### src/rtl/fir_pkg.sv
// Shared types and arithmetic helpers for the fir_mac_engine FIR core.
// The GAIN state is only reached when FIR_GAIN_EN is defined.
package fir_pkg;

    typedef enum logic [1:0] {
        IDLE = 2'd0,
        MAC  = 2'd1,
        OUT  = 2'd2,
        GAIN = 2'd3
    } fir_state_t;

    function automatic int acc_width(input int data_w, input int coef_w, input int ntaps);
        return data_w + coef_w + $clog2(ntaps);
    endfunction

    // Clamp a wide signed value into the range of a signed out_w-bit word.
    function automatic logic signed [63:0] saturate(input logic signed [63:0] value,
                                                    input int              out_w);
        logic signed [63:0] hi;
        logic signed [63:0] lo;
        hi = (64'sd1 <<< (out_w - 1)) - 64'sd1;
        lo = -hi - 64'sd1;
        if (value > hi) begin
            return hi;
        end else if (value < lo) begin
            return lo;
        end else begin
            return value;
        end
    endfunction

endpackage

### src/rtl/fir_mac_engine_if.sv
// Sample, coefficient and result signals of fir_mac_engine.
// gain_i exists only when FIR_GAIN_EN is defined.
interface fir_mac_engine_if #(
    parameter int DATA_W = 16,
    parameter int COEF_W = 16,
    parameter int NTAPS  = 8,
    parameter int OUT_W  = 16
);
    localparam int AW = $clog2(NTAPS);

    logic                     sample_valid_i;
    logic signed [DATA_W-1:0] sample_i;
    logic                     ready_o;
    logic                     coeff_we_i;
    logic [AW-1:0]            coeff_addr_i;
    logic signed [COEF_W-1:0] coeff_data_i;
    logic signed [OUT_W-1:0]  result_o;
    logic                     result_valid_o;
    logic                     busy_o;
`ifdef FIR_GAIN_EN
    logic [7:0]               gain_i;
`endif

    modport slave (
`ifdef FIR_GAIN_EN
        input  gain_i,
`endif
        input  sample_valid_i, sample_i, coeff_we_i, coeff_addr_i, coeff_data_i,
        output ready_o, result_o, result_valid_o, busy_o
    );

    modport master (
`ifdef FIR_GAIN_EN
        output gain_i,
`endif
        output sample_valid_i, sample_i, coeff_we_i, coeff_addr_i, coeff_data_i,
        input  ready_o, result_o, result_valid_o, busy_o
    );

endinterface

### src/rtl/fir_coeff_bank.sv
// NTAPS x COEF_W coefficient register file: synchronous write, asynchronous read.
// A write and a read of the same tap in one cycle returns the old value.
module fir_coeff_bank #(
    parameter  int NTAPS  = 8,
    parameter  int COEF_W = 16,
    localparam int AW     = $clog2(NTAPS)
) (
    input  logic                     i_clk,
    input  logic                     i_rst,
    input  logic                     i_en,
    input  logic                     i_we,
    input  logic [AW-1:0]            i_waddr,
    input  logic signed [COEF_W-1:0] i_wdata,
    input  logic [AW-1:0]            i_raddr,
    output logic signed [COEF_W-1:0] o_rdata
);

    logic signed [COEF_W-1:0] r_coef [NTAPS];
    logic                     w_addr_ok;

    // Addresses past the last tap exist when NTAPS is not a power of two.
    assign w_addr_ok = ({1'b0, i_waddr} < (AW + 1)'(NTAPS));

    // Coefficient storage with clear on reset and gated writes.
    always_ff @(posedge i_clk) begin
        if (i_rst) begin
            for (int i = 0; i < NTAPS; i++) begin
                r_coef[i] <= '0;
            end
        end else if (i_en && i_we && w_addr_ok) begin
            r_coef[i_waddr] <= i_wdata;
        end
    end

    assign o_rdata = r_coef[i_raddr];

endmodule

### src/rtl/fir_mac_engine.sv
// Time-multiplexed FIR core: one multiply-accumulate per tap per cycle, then round/saturate.
// Define FIR_GAIN_EN to add the Q4.4 output gain stage (gain_i, extra GAIN cycle).
module fir_mac_engine #(
    parameter int DATA_W = 16,
    parameter int COEF_W = 16,
    parameter int NTAPS  = 8,
    parameter int OUT_W  = 16,
    parameter int SHIFT  = 15
) (
    input  logic         clk_i,
    input  logic         rst_i,
    input  logic         clk_en_i,
    fir_mac_engine_if.slave bus
);
    import fir_pkg::*;

    localparam int AW    = $clog2(NTAPS);
    localparam int ACC_W = acc_width(DATA_W, COEF_W, NTAPS);
    localparam int P_W   = DATA_W + COEF_W;
    localparam logic signed [63:0] RND = (64'sd1 <<< SHIFT) >>> 1;

    fir_state_t               r_state;
    logic signed [DATA_W-1:0] r_win [NTAPS];
    logic signed [ACC_W-1:0]  r_acc;
    logic [AW-1:0]            r_k;
    logic signed [OUT_W-1:0]  r_result;
    logic                     r_result_valid;
    logic                     r_ready;
    logic                     r_busy;

    logic signed [COEF_W-1:0] w_coef;
    logic signed [P_W-1:0]    w_win_ext;
    logic signed [P_W-1:0]    w_coef_ext;
    logic signed [P_W-1:0]    w_prod;
    logic signed [ACC_W-1:0]  w_prod_ext;
    logic signed [63:0]       w_acc_ext;
    logic signed [63:0]       w_rnd;
    logic signed [63:0]       w_out_sat;

    fir_coeff_bank #(
        .NTAPS  (NTAPS),
        .COEF_W (COEF_W)
    ) u_coeff_bank (
        .i_clk   (clk_i),
        .i_rst   (rst_i),
        .i_en    (clk_en_i),
        .i_we    (bus.coeff_we_i),
        .i_waddr (bus.coeff_addr_i),
        .i_wdata (bus.coeff_data_i),
        .i_raddr (r_k),
        .o_rdata (w_coef)
    );

    // Operands are widened before multiplying so the product is exact.
    assign w_win_ext  = {{COEF_W{r_win[r_k][DATA_W-1]}}, r_win[r_k]};
    assign w_coef_ext = {{DATA_W{w_coef[COEF_W-1]}}, w_coef};
    assign w_prod     = w_win_ext * w_coef_ext;
    assign w_prod_ext = {{(ACC_W - P_W){w_prod[P_W-1]}}, w_prod};

    assign w_acc_ext  = {{(64 - ACC_W){r_acc[ACC_W-1]}}, r_acc};
    assign w_rnd      = (w_acc_ext + RND) >>> SHIFT;
    assign w_out_sat  = saturate(w_rnd, OUT_W);

`ifdef FIR_GAIN_EN
    logic signed [63:0] r_rnd;
    logic signed [63:0] w_gain_prod;
    logic signed [63:0] w_gain_sat;

    // gain_i is unsigned Q4.4, so the product drops four fraction bits.
    assign w_gain_prod = (r_rnd * $signed({56'd0, bus.gain_i})) >>> 4;
    assign w_gain_sat  = saturate(w_gain_prod, OUT_W);
`endif

    // Control FSM, sample window, accumulator and registered outputs.
    always_ff @(posedge clk_i) begin
        if (rst_i) begin
            r_state <= IDLE;
            for (int i = 0; i < NTAPS; i++) begin
                r_win[i] <= '0;
            end
            r_acc          <= '0;
            r_k            <= '0;
            r_result       <= '0;
            r_result_valid <= 1'b0;
            r_ready        <= 1'b1;
            r_busy         <= 1'b0;
`ifdef FIR_GAIN_EN
            r_rnd          <= '0;
`endif
        end else if (clk_en_i) begin
            r_result_valid <= 1'b0;
            case (r_state)
                IDLE: begin
                    if (bus.sample_valid_i) begin
                        for (int i = NTAPS - 1; i > 0; i--) begin
                            r_win[i] <= r_win[i-1];
                        end
                        r_win[0] <= bus.sample_i;
                        r_acc    <= '0;
                        r_k      <= '0;
                        r_state  <= MAC;
                        r_ready  <= 1'b0;
                        r_busy   <= 1'b1;
                    end
                end
                MAC: begin
                    r_acc <= r_acc + w_prod_ext;
                    if (r_k == AW'(NTAPS - 1)) begin
                        r_state <= OUT;
                    end else begin
                        r_k <= r_k + AW'(1);
                    end
                end
                OUT: begin
`ifdef FIR_GAIN_EN
                    r_rnd   <= w_rnd;
                    r_state <= GAIN;
`else
                    r_result       <= OUT_W'(w_out_sat);
                    r_result_valid <= 1'b1;
                    r_state        <= IDLE;
                    r_ready        <= 1'b1;
                    r_busy         <= 1'b0;
`endif
                end
`ifdef FIR_GAIN_EN
                GAIN: begin
                    r_result       <= OUT_W'(w_gain_sat);
                    r_result_valid <= 1'b1;
                    r_state        <= IDLE;
                    r_ready        <= 1'b1;
                    r_busy         <= 1'b0;
                end
`endif
                default: begin
                    r_state <= IDLE;
                    r_ready <= 1'b1;
                    r_busy  <= 1'b0;
                end
            endcase
        end
    end

    assign bus.ready_o        = r_ready;
    assign bus.busy_o         = r_busy;
    assign bus.result_o       = r_result;
    assign bus.result_valid_o = r_result_valid;

endmodule

### src/flat_wrapper.sv
// flat-port wrapper written by rule: the top's interface ports become plain ports
module fir_mac_engine_flat import fir_pkg::*;
#(
    parameter int DATA_W = 16,
    parameter int COEF_W = 16,
    parameter int NTAPS  = 8,
    parameter int OUT_W  = 16,
    parameter int SHIFT  = 15
)
  (clk_i, rst_i, clk_en_i, bus_sample_valid_i, bus_sample_i, bus_coeff_we_i, bus_coeff_addr_i, bus_coeff_data_i, bus_ready_o, bus_result_o, bus_result_valid_o, bus_busy_o);
  fir_mac_engine_if #(.DATA_W(DATA_W), .COEF_W(COEF_W), .NTAPS(NTAPS), .OUT_W(OUT_W)) bus_i ();
  input  logic clk_i;
  input  logic rst_i;
  input  logic clk_en_i;
  input wire logic [$bits(bus_i.sample_valid_i)-1:0] bus_sample_valid_i;
  input wire logic [$bits(bus_i.sample_i)-1:0] bus_sample_i;
  input wire logic [$bits(bus_i.coeff_we_i)-1:0] bus_coeff_we_i;
  input wire logic [$bits(bus_i.coeff_addr_i)-1:0] bus_coeff_addr_i;
  input wire logic [$bits(bus_i.coeff_data_i)-1:0] bus_coeff_data_i;
  output wire logic [$bits(bus_i.ready_o)-1:0] bus_ready_o;
  output wire logic [$bits(bus_i.result_o)-1:0] bus_result_o;
  output wire logic [$bits(bus_i.result_valid_o)-1:0] bus_result_valid_o;
  output wire logic [$bits(bus_i.busy_o)-1:0] bus_busy_o;
  assign bus_i.sample_valid_i = bus_sample_valid_i;
  assign bus_i.sample_i = bus_sample_i;
  assign bus_i.coeff_we_i = bus_coeff_we_i;
  assign bus_i.coeff_addr_i = bus_coeff_addr_i;
  assign bus_i.coeff_data_i = bus_coeff_data_i;
  assign bus_ready_o = bus_i.ready_o;
  assign bus_result_o = bus_i.result_o;
  assign bus_result_valid_o = bus_i.result_valid_o;
  assign bus_busy_o = bus_i.busy_o;
  fir_mac_engine #(.DATA_W(DATA_W), .COEF_W(COEF_W), .NTAPS(NTAPS), .OUT_W(OUT_W), .SHIFT(SHIFT)) u_core (.clk_i(clk_i), .rst_i(rst_i), .clk_en_i(clk_en_i), .bus(bus_i));
endmodule
### config.mk
export PLATFORM = sky130hd
export DESIGN_NAME = fir_mac_engine_flat
export DESIGN_NICKNAME = d
export VERILOG_FILES = /design/src/rtl/fir_pkg.sv /design/src/rtl/fir_mac_engine_if.sv /design/src/rtl/fir_coeff_bank.sv /design/src/rtl/fir_mac_engine.sv /design/src/flat_wrapper.sv
export SDC_FILE = /design/constraint.sdc
export NUM_CORES = 1
export LEC_CHECK = 0
export ABC_AREA = 0
export CAP_MARGIN = 5
export CORE_MARGIN = 2
export CORE_UTILIZATION = 69
export CTS_CLUSTER_DIAMETER = 40
export CTS_CLUSTER_SIZE = 28
export DETAILED_ROUTE_END_ITERATION = 8
export PLACE_DENSITY = 0.87
export SYNTH_ARGS = -nofsm -noshare
export SYNTH_HDL_FRONTEND = slang
export SYNTH_SLANG_ARGS = --single-unit
### constraint.sdc
create_clock -name clk_i -period 22.8 [get_ports clk_i]
set_clock_uncertainty 0.1 [all_clocks]
set_input_delay 2.28 -clock clk_i [delete_from_list [all_inputs] [get_ports clk_i]]
set_output_delay 2.28 -clock clk_i [all_outputs]
set_load 0.01 [all_outputs]
==> metrics.csv <==
stage,metric,value,unit
drt,initialDrtViolationCount,1671,
critical_path,timing.critical_path.required,23.21,ns
synth,synth-edff-count,256,
clock_tree,clock_insertion_delay_worst_skew,0.60,ns
timing,final.min_clock_period,8.78,ns
drt,routedLengthMet1,22300,um
global_route,global_route.overflow_total,0,
drt,drt_pass1_iterations,5,
global_route,largest_net_degree_at_the_start_of_global_routing,129,
place,globalplace.congestion,0.955,
synth,post_synth_num_cell_types,72,
die,rows,70,
place,post-dp-hpwl,43200,um
drt,detail_route.drc_violations,0,
timing,timing.fmax,114,MHz
timing,worst-slew-pin-transition,1.32,ns
drt,met3_wirelength,4910,um
synth,synth_cells,2231,
cells_and_area,num_antenna_cells,0,
die,placeableCoreArea,36300,um2
synth,syn_avg_cell_area,11.4,um2
synth,ys_dominant_reg_cell,edfxtp_1,
status,status,finished clean,
synth,yosysTopAreaCell,edfxtp_1,
drt,route.vias.total,17200,
drt,wl,60500,um
die,die_w,196,um
clock_tree,cts-root-buf,clkbuf_16,
clock_tree,cts_max_level,2,
cells_and_area,synthToLayoutAreaGrowth,10.3,%
cells_and_area,final_cell_count_no_fill,2781,
clock_tree,tritoncts_buffer_count,46,
clock_tree,cts_hold_repair.buffers,0,
cells_and_area,layout.nets,2735,
hold_path,worstHoldPathType,register to register,
drt,route.detailed.wl_per_inst,21.8,um
critical_path,worstPathMaxFanout,35,
place,placed_cells,2698,
clock_tree,post_cts_buffers,0,
timing,setup_ws,14.02,ns
die,die_height,196,um
cells_and_area,post_route_cells_drive_above_1_share,9.81,%
critical_path,critical_path_arrival,9.18,ns
critical_path,worstSetupStartpointType,register,
cells_and_area,fillerInstances,2186,
die,die_area,38300,um2
timing,tns,0,ns
global_route,grt_util_all_layers,33.8,%
critical_path,crit_path_end_kind,register,
global_route,grt_pass1_wl,98300,um
clock_tree,clock_pin_slew_of_the_registers_on_the_worst_case_setup_and_hold_paths,0.06,ns
drt,routed_vias_inst,6.17,
timing,hold_viol,0,
drt,detail_route_antenna_nets,0,
timing,final_max_slew_viol_count,0,
place,numPortBuffers,58,
synth,mappedNetlistArea,25300,um2
flow_run,max_cap_viols,0,
die,start_util,69.7,%
timing,max_slew_margin,9.57,%
synth,ys.warnings.count,0,
clock_tree,cts_resized,0,
synth,netlist_top_cells_area,"edfxtp_1 30%, fa_1 24%, and2_1 6.5%, mux4_2 5.7%, inv_1 5.6%",
drt,highest-signal-layer,met4,
clock_tree,cts_tree,built,
clock_tree,cts_num_sinks,318,
synth,synth-seq-area-share,35.2,%
timing,timing.final.crit_share,38.5,%
global_route,antenna_found_initial,0,
timing,rsz0062_at_grt,false,
synth,synthDominantCellAreaShare,30.3,%
critical_path,timing_worst_setup_path_type,register to register,
die,top_level_ports,59,
synth,syn_nets,2688,
synth,async_flop_share,0,%
global_route,first_global_vias,18500,
timing,setup_viol,0,
place,detailedPlace.worstSlack,14.10,ns
cells_and_area,finalCoreUtilization,76.9,%
drt,met2_length,30400,um
clock_tree,number_of_buffers_between_clock_root_and_the_deepest_sink,3,
synth,ys_seq_elements,318,
registers in the layout (all words and copies together) (netlist names), named ones only:
register / count
u_core.bus.result_o: 16
u_core.r_acc: 35
u_core.bus.busy_o: 1
u_core.bus.result_valid_o: 1
u_core.r_state: 2
u_core.u_coeff_bank.r_coef: 128
u_core.bus.ready_o: 1
u_core.r_k: 3
u_core.r_win: 128
cell families (layout without fill, tap and decap cells):
kind of cell,count (synthesis),in the layout,share of synthesized area (%)
xor+xnor,48,48,1.74
fa+ha+maj,417,417,29.8
mux,116,116,7.88
flops,318,318,35.2
simple gates,698,698,13.8
buf+inv,462,544,6.94
compound gates,172,172,4.61
metal layers:
layer / global-route usage [%] / up-vias
li1: - / 7350
met1: 42.8 / 8676
met2: 56.9 / 918
met3: 6.09 / 213
met4: 16.5 / 0
met5: 0.511 / -
final cells by class:
| cell class | count | area, um2 | share of cell area, % |
|---|---|---|---|
| clock buffer | 54 | 1230 | 4.41 |
| clock inverter | 29 | 348 | 1.24 |
| inverter | 377 | 1420 | 5.06 |
| multi-input combinational | 1451 | 14700 | 52.5 |
| sequential | 318 | 8930 | 31.9 |
| tap | 468 | 586 | 2.09 |
| timing repair buffer | 84 | 771 | 2.76 |
cell usage in the layout (no fill, tap or decap), types with 8 or more instances in the layout:
| cell | instances |
|---|---|
| a211oi_1 | 9 |
| nor3_1 | 11 |
| ha_1 | 107 |
| dfxtp_1 | 59 |
| inv_1 | 377 |
| nor2_1 | 193 |
| clkdlybuf4s50_1 | 57 |
| nand2b_1 | 8 |
| mux2i_1 | 27 |
| a22oi_1 | 18 |
| nand2_1 | 153 |
| and3_1 | 15 |
| o21ai_1 | 20 |
| edfxtp_1 | 256 |
| a21o_1 | 11 |
| xnor2_1 | 32 |
| mux4_2 | 64 |
| o21ai_0 | 25 |
| nand3_1 | 20 |
| xor2_1 | 14 |
| a211oi_2 | 11 |
| and2_1 | 264 |
| mux2_2 | 23 |
| buf_4 | 26 |
| clkbuf_16 | 47 |
| a21oi_1 | 38 |
| fa_1 | 310 |
cell usage after synthesis, types with 9 or more instances:
cell        n
inv_1     377
fa_1      310
and2_1    264
edfxtp_1  256
nor2_1    193
nand2_1   153
ha_1      107
clkbuf_1   67
mux4_2     64
dfxtp_1    62
a21oi_1    38
xnor2_1    32
o21ai_0    31
mux2i_1    27
mux2_2     23
nand3_1    20
a22oi_1    18
and3_1     15
o21ai_1    15
xor2_1     14
a211oi_2   11
a21o_1     11
buf_2      11
nor3_1     11
a211oi_1    9
path summary, 6_finish.rpt:
| path | startpoint | endpoint | slack, ns | cells past startpoint |
|---|---|---|---|---|
| min reg2reg | u_core.r_k[1] | register | 0.39 | 2 |
| max reg2reg | register | u_core.r_acc[34] | 14.02 | 22 |
| min | u_core.r_k[1] | register | 0.39 | 2 |
| max | register | u_core.r_acc[34] | 14.02 | 22 |
through the flow:
step	hold WS [ns]	instance area (um2)
2_1_floorplan	0.350	25300
3_3_place_gp	0.358	26400
3_5_place_dp	0.375	26400
4_1_cts	0.379	28000
5_1_grt	0.399	28000
6_report	0.390	28000
critical path: stages, from the launching register on:
cell	delay (ns)
dfxtp_4	0.74
buf_4	0.67
mux4_2	0.60
mux2i_1	0.75
nor2_1	0.15
fa_1	0.51
inv_1	0.05
fa_1	0.47
fa_1	0.51
fa_1	0.55
inv_1	0.07
fa_1	0.53
inv_1	0.05
fa_1	0.53
inv_1	0.04
ha_1	0.35
a21oi_1	0.21
o21ai_0	0.13
a221oi_1	0.39
o221ai_1	0.36
a221oi_1	0.40
o21ai_0	0.16
a311oi_1	0.28
Power is not shown: default switching activity piles up to over one toggle a cycle in this logic, so the estimate is an artifact.
